===== config.mk =====
export PLATFORM = sky130hd
export DESIGN_NAME = buyruk_sirala
export DESIGN_NICKNAME = d
export VERILOG_FILES = /design/src/rtl/buyruk_sirala.sv
export SDC_FILE = /design/constraint.sdc
export NUM_CORES = 1
export LEC_CHECK = 0
export BUFFER_PORTS_ARGS = -buffer_cell sky130_fd_sc_hd__buf_2
export CAP_MARGIN = 10
export CORE_ASPECT_RATIO = 1.1
export CORE_UTILIZATION = 33
export DETAILED_ROUTE_END_ITERATION = 7
export PLACE_DENSITY = 0.52
export SETUP_SLACK_MARGIN = 0.2
export SYNTH_ARGS = -nofsm -noshare
export SYNTH_HDL_FRONTEND = slang
export SYNTH_SLANG_ARGS = --single-unit

===== constraint.sdc =====
create_clock -name clk -period 2.6 [get_ports clk]
set_clock_uncertainty 0.15 [all_clocks]
set_input_delay 0.52 -clock clk [delete_from_list [all_inputs] [get_ports clk]]
set_output_delay 0.52 -clock clk [all_outputs]
set_load 0.1 [all_outputs]

===== src/rtl/buyruk_sirala.sv =====
// buyruk_sirala: instruction sequencer feeding the bib3 ALU.
// The program is loaded into a small instruction memory. A start pulse
// makes the block step through the program, holding each 9-bit word on
// buyruk for BEKLE cycles. The ALU result at the end of each step is
// captured in son_sonuc.
// Optional feature: define BUYRUK_DONGU_EN to loop the program forever
// instead of stopping in BITTI after the last word.
module buyruk_sirala #(
  parameter int DERINLIK = 16,
  parameter int BEKLE    = 3
) (
  input  logic                          clk,
  input  logic                          rst,
  input  logic                          yaz_en,
  input  logic [$clog2(DERINLIK)-1:0]   yaz_adres,
  input  logic [8:0]                    yaz_veri,
  input  logic [$clog2(DERINLIK):0]     uzunluk,
  input  logic                          basla,
  input  logic                          durdur,
  input  logic [3:0]                    sonuc,
  output logic [8:0]                    buyruk,
  output logic                          buyruk_gecerli,
  output logic [$clog2(DERINLIK)-1:0]   sayac,
  output logic [3:0]                    son_sonuc,
  output logic                          bitti
);

  localparam int AW = $clog2(DERINLIK);
  localparam int LW = AW + 1;
  // Hold counter needs at least one bit even when BEKLE is 1.
  localparam int HW = (BEKLE > 1) ? $clog2(BEKLE) : 1;

  typedef enum logic [1:0] {BOS, CALIS, BITTI} durum_t;

  durum_t          durum_q, durum_d;
  logic [AW-1:0]   sayac_q, sayac_d;
  logic [HW-1:0]   bekle_q, bekle_d;
  logic [LW-1:0]   uzun_q,  uzun_d;
  logic [3:0]      son_q,   son_d;

  logic [8:0]      mem [DERINLIK];
  logic [LW-1:0]   uzun_kisit;
  logic            adim_son;
  logic            program_son;

  // Program length is clamped to the memory depth at start.
  assign uzun_kisit  = (uzunluk > LW'(DERINLIK)) ? LW'(DERINLIK) : uzunluk;
  assign adim_son    = (bekle_q == HW'(BEKLE - 1));
  // Compare in LW bits so L-1 never underflows.
  assign program_son = (({1'b0, sayac_q} + LW'(1)) >= uzun_q);

  // Instruction memory write port; the program is frozen while running.
  always_ff @(posedge clk) begin
    if (yaz_en && (durum_q != CALIS)) begin
      mem[yaz_adres] <= yaz_veri;
    end
  end

  // State and counter registers with asynchronous reset.
  always_ff @(posedge clk or posedge rst) begin
    if (rst) begin
      durum_q <= BOS;
      sayac_q <= '0;
      bekle_q <= '0;
      uzun_q  <= '0;
      son_q   <= '0;
    end else begin
      durum_q <= durum_d;
      sayac_q <= sayac_d;
      bekle_q <= bekle_d;
      uzun_q  <= uzun_d;
      son_q   <= son_d;
    end
  end

  // Next-state logic: start handling, hold counting and step advance.
  always_comb begin
    durum_d = durum_q;
    sayac_d = sayac_q;
    bekle_d = bekle_q;
    uzun_d  = uzun_q;
    son_d   = son_q;
    unique case (durum_q)
      BOS, BITTI: begin
        if (basla) begin
          uzun_d  = uzun_kisit;
          sayac_d = '0;
          bekle_d = '0;
          durum_d = (uzun_kisit == '0) ? BITTI : CALIS;
        end
      end
      CALIS: begin
        if (!durdur) begin
          if (adim_son) begin
            son_d = sonuc;
            if (!program_son) begin
              sayac_d = sayac_q + AW'(1);
              bekle_d = '0;
            end else begin
`ifdef BUYRUK_DONGU_EN
              sayac_d = '0;
              bekle_d = '0;
`else
              durum_d = BITTI;
`endif
            end
          end else begin
            bekle_d = bekle_q + HW'(1);
          end
        end
      end
      default: durum_d = BOS;
    endcase
  end

  // Outputs: the current word is only presented while running.
  always_comb begin
    buyruk         = '0;
    buyruk_gecerli = 1'b0;
    if (durum_q == CALIS) begin
      buyruk         = mem[sayac_q];
      buyruk_gecerli = 1'b1;
    end
  end

  assign sayac     = sayac_q;
  assign son_sonuc = son_q;
  assign bitti     = (durum_q == BITTI);

endmodule


After elaboration in Yosys (flattened, before gate mapping):

Memories as Yosys holds them, arrays and structs flattened.
Index checks and enable logic that the tools add are counted.

* register bits after elaboration: 17
* RAM bits: 144
* output and inout port bits: 19
* memories kept: 1

Memories
* mem: depth 16, bits a word 9, read ports 1, clocked after Yosys merged registers in 0, wr ports 1, RTL line 41 `logic [8:0] mem [DERINLIK];`

* reduce and logical (&&, ||, !) cells: 10
* bitwise logic cells: 1
* multiplexer cells: 21
* order comparisons: 2
* add/subtract/negate cells: 3
* eq/ne operators: 10

Operators with widths (count)
* 2-bit 2-to-1 mux: 9
* 4-bit 2-to-1 mux: 4
* 2-bit inequality test, second input constant: 5
* 9-bit 2-to-1 mux: 1
* 2-bit case mux with 2 select lines: 2
* 4-bit case mux with 2 select lines: 1
* 4-bit AND reduction: 2
* 4-bit by 1-bit adder with 5-bit output, second input constant: 1
* 5-bit greater-or-equal comparator: 1
* 5-bit > comparator, second input constant: 1
* 5-bit zero test: 1
* 5-bit 2-to-1 mux: 1
* 5-bit AND reduction: 1
* 4-bit by 1-bit adder with 4-bit output, second input constant: 1
* 2-bit == test, second input constant: 2
* 1-bit 2-to-1 mux: 3
* 3-bit inequality test, second input constant: 1
* 3-bit AND reduction: 1
* 2-bit by 1-bit adder with 2-bit output, second input constant: 1
* 2-bit by 1-bit == test with 1-bit output, second input constant: 1
* 2-bit zero test: 1
* 2-bit by 1-bit inequality test with 1-bit output, second input constant: 1
* 2-bit AND reduction: 1
* 2-bit nonzero test: 1
* other kinds (3): 3

Depth between registers and ports, before layout:

* word-level depth: 6
* mapped depth: 10

Worst setup path before layout:

OpenSTA, ideal clock, no wires.

* kind: register to output
* start: reg sayac_q[0], in the netlist sayac[0]
* end: out buyruk[1]
* data arrival time: 3242 ps
* buffers on the path: 3
* data required time: 1930 ps
* slack: -1312 ps
* cell stages (with the launch flop): 7
* cells stage by stage: dfrtp_1 -> buf_6 -> buf_8 -> buf_12 -> mux4_2 -> mux2i_1 -> o22ai_1

* word-level cells in the longest chain between the ends: 2

RTL lines
* from (decl): RTL line 36 `logic [AW-1:0] sayac_q, sayac_d;`
* from (signal assigned): RTL line 69 `sayac_q <= sayac_d;`
* memory 16 x 9 bit
* 9-bit 2-to-1 mux: RTL line 120 `if (durum_q == CALIS) begin`
* to (decl): RTL line 21 `output logic [8:0] buyruk,`

No other way between the ends.

Final worst setup path:

* start: reg sayac_q[0], in the netlist sayac[0]
* end: out buyruk[7]

The elaborated chain is that of the path after synthesis.

==> Flow_metrics.wiki <==
{| class="wikitable"
! Metric !! Value
|-
| Post-layout total power || 9.047 mW
|-
| Final-report max-slew violation count || 0
|-
| Placeable core area || 19860 um^2
|-
| Flop pwr share || 33.9%
|-
| Placer congestion estimate || 0.7406
|-
| Count of mapped cells out of synthesis || 358
|-
| Buffers added on ports || 45
|-
| Post-route clock period utilization || 112.9%
|-
| Layout overhead on the synthesized area || 30.55%
|-
| Std cell rows || 54
|-
| Mean cell area of the mapped netlist || 18.73 um^2
|-
| Final critical-path setup slack || -0.3350 ns
|-
| Hold-fix buffer count after cts || 0
|-
| Pwr Density || 1034 nW/um^2
|-
| Maximum number of pins on one net before global-route repair || 19
|-
| Commonest cells after routing, fill and taps aside || edfxtp_1 (144), buf_2 (35), buf_4 (32), mux4_2 (31), nor2_1 (21)
|-
| Number of placed I/O pins || 46
|-
| Endpoint of the most critical register-to-register path || sayac[2]
|-
| FF-to-FF setup slack || 0.08 ns
|-
| Share of layout cells above drive strength 1 || 48.29%
|-
| Finish-stage setup viols || 9
|-
| Fraction of post-synthesis cell area in the top cell type by area || 64.50%
|-
| Critical Path End Type || output port
|-
| Initial antenna violation count || 1
|-
| EDFF count, synth || 144
|-
| Clock slew seen by the registers of the worst setup and hold paths || 0.06 ns
|-
| Net switching power figure || 3.197 mW
|-
| Slowest cell on the critical path || dfrtp_4
|-
| Total global routing overflow || 0
|-
| Total Die Area || 20890 um^2
|-
| DRC || 0
|-
| Type of the most critical hold path || primary input to asynchronous set/reset pin
|-
| Total number of H-tree levels || 4
|-
| Maximum fanout along the worst path || 7
|-
| Setup repair after global routing missed its margin || yes
|-
| Worst path cell trace || buf_12 > buf_16 > mux4_2 > mux2i_4 > o22ai_4 > buf_12
|-
| Leakage power total || 2.974 nW
|-
| Commonest non-fill, non-tap cell in the layout || edfxtp_1
|-
| Number of buffers created by CTS || 17
|-
| Final hold slack || 0.04778 ns
|-
| Area leader, netlist || edfxtp_1
|-
| Finished Core Util || 44.06%
|-
| Drt wl/cell || 19.09 um
|-
| Hold violation count in the final report || 0
|-
| Number of max-cap violations || 0
|-
| Status || finished with violations
|-
| Max Clk Rate || 340.7 MHz
|-
| Clk root buf || clkbuf_16
|-
| Yosys warnings || 0
|-
| Clock insertion delay at the later pin of the skew report || 0.41 ns
|-
| Synthesized netlist net count || 391
|-
| Crit-path max cell delay || 0.54 ns
|-
| Clock tree from TritonCTS || built
|-
| Global Route Usage Sum || 14.57%
|-
| Combined area of all synthesized cells || 6704 um^2
|-
| Transition time of the tightest slew-check pin || 0.6768 ns
|-
| Via-per-instance ratio || 4.946
|-
| Synthesis-stage register bit count || 161
|-
| Number of distinct library cell variants in the gate-level netlist after synthesis || 48
|-
| Post-layout minimum cycle time || 2.935 ns
|-
| End of the critical path || buyruk[7]
|-
| Number of buffers between clock root and the deepest sink || 2
|-
| Number of nets in the finished design || 488
|-
| First drt pass iteration count || 4
|-
| Main flop type after synthesis || edfxtp_1
|-
| Initial core utilization || 33.75%
|-
| Design internal power || 5.850 mW
|-
| Critical Path Source || sayac[0]
|-
| Combinational fraction of design power || 39.5%
|-
| Max_slew headroom || 54.83%
|-
| Worst endpoint data arrival time || 2.26 ns
|-
| Post-detail-place hpwl || 8955 um
|-
| Total Neg Setup Slack || -2.748 ns
|-
| Kind of critical path || flop to output port
|-
| Overall die height || 151.5 um
|-
| Die boundary width || 137.9 um
|-
| Failing checks || setup timing
|-
| Wire length of the first global-routing pass || 21380 um
|-
| Clock Power Share || 26.5%
|-
| Crit-path most repeated cell || buf_12
|-
| Antenna-violating nets left || 0
|-
| Vias in the first global route || 3731
|-
| Depth of the worst register-to-register path || 8
|-
| Dominant cells by area after synthesis || edfxtp_1 (65%), mux4_2 (7.4%), dfrtp_1 (6.3%)
|-
| Count of routing violations after the opening detailed-route iteration || 114
|-
| Vias post-DR || 3561
|-
| N_diodes || 0
|-
| Post-synth ARST share || 10.56%
|-
| Switching fraction of total power || 35.34%
|-
| Sequential cell area fraction in the yosys report || 70.85%
|-
| Worst reg2reg startpoint || sayac[0]
|-
| Clock sink total || 161
|-
| Critical path data required time || 1.93 ns
|-
| Worst Setup Slack post-DPL || -0.07852 ns
|-
| VDD IR-drop max || 0.8082 mV
|-
| Sort of element at the start of the critical path || flop
|-
| Detailed-route wire length || 13750 um
|}
cells in the mapped netlist, drive strengths merged (3+ instances only):
cell,count
edfxtp,144
mux4,33
nor2,21
nand2,19
dfrtp,17
mux2i,13
nand2b,13
mux2,11
o21ai,11
buf,10
o22ai,10
ha,6
inv,6
clkbuf,5
nand3,5
nor3,5
and3,4
a22oi,3
through the flow:
step	area, um^2	instances
finish	8752	720
global route	8752	720
CTS	8691	716
detailed placement	7545	674
global placement	7545	674
floorplan	6870	358
routing by layer:
metal	vias to the layer above	track usage, %	share of wire (%)
met5	-	0	0.095
met4	2	3.424	0.79
met3	14	4.358	4.3
met2	75	24.35	51
met1	1837	18.53	44
li1	1633	-	-
flip-flops by register name, summed over array words and instances, names as in the netlist:
| signal | flops |
|---|---|
| bekle_q | 2 |
| son_sonuc | 4 |
| sayac | 4 |
| uzun_q | 5 |
| durum_q | 2 |
| mem | 144 |
layout make-up:
class / count / area, um^2
well taps: 252 / 315.3
clock inverters: 13 / 141.4
fillers: 1752 / 11110
repair buffers: 93 / 920.9
clock buffers: 19 / 432.9
multi-input cells: 175 / 2155
inverters: 7 / 27.53
flip-flops and latches: 161 / 4760
timing repair:
action | CTS | global route
buffers inserted | 6 | 4
gates resized for setup | 90 | 18
pin swaps | 20 | 9
setup endpoints to repair | 17 | 16
gates cloned | 4 | 0
kinds of logic (layout without fill, tap and decap cells):
| group | after synthesis | in the layout | synth area share (%) |
|---|---|---|---|
| DFF | 161 | 161 | 70.85 |
| and+or+nand+nor | 77 | 77 | 5.823 |
| muxes | 57 | 57 | 15.88 |
| AOI/OAI and AO/OA | 34 | 34 | 3.247 |
| buffers and inverters | 22 | 132 | 2.949 |
| adders and majority gates | 6 | 6 | 1.120 |
| xor gates and xnor gates | 1 | 1 | 0.1307 |
power by group through the flow:
stage                     clock, mW  sequential (mW)  combinational [mW]
after CTS                      2.47             3.07                3.52
after global routing           2.57             3.08                3.78
after global placement            0             3.10                2.79
after detailed placement          0             3.11                2.81
final                          2.40             3.07                3.57
after floorplan                   0             3.39                1.94
critical path, delay by kind of cell (launching register included):
kind	cells	cell delay, ns
AO/OA/AOI/OAI	1	0.12
buffers and inverters	3	0.45
flip-flops	1	0.54
multiplexers	2	0.72
how the worst min path moves through the flow:
stage          startpoint         end  slack [ns]  cells after the start
2_1_floorplan         rst  bekle_q[0]        0.30                      1
3_3_place_gp    uzun_q[1]   uzun_q[1]        0.32                      2
3_5_place_dp    uzun_q[2]   uzun_q[2]        0.33                      2
4_1_cts               rst  bekle_q[0]        0.06                      2
5_1_grt               rst  bekle_q[0]        0.09                      2
6_report              rst  bekle_q[0]        0.05                      2
Note: power is estimated with default switching activity, not from simulation.
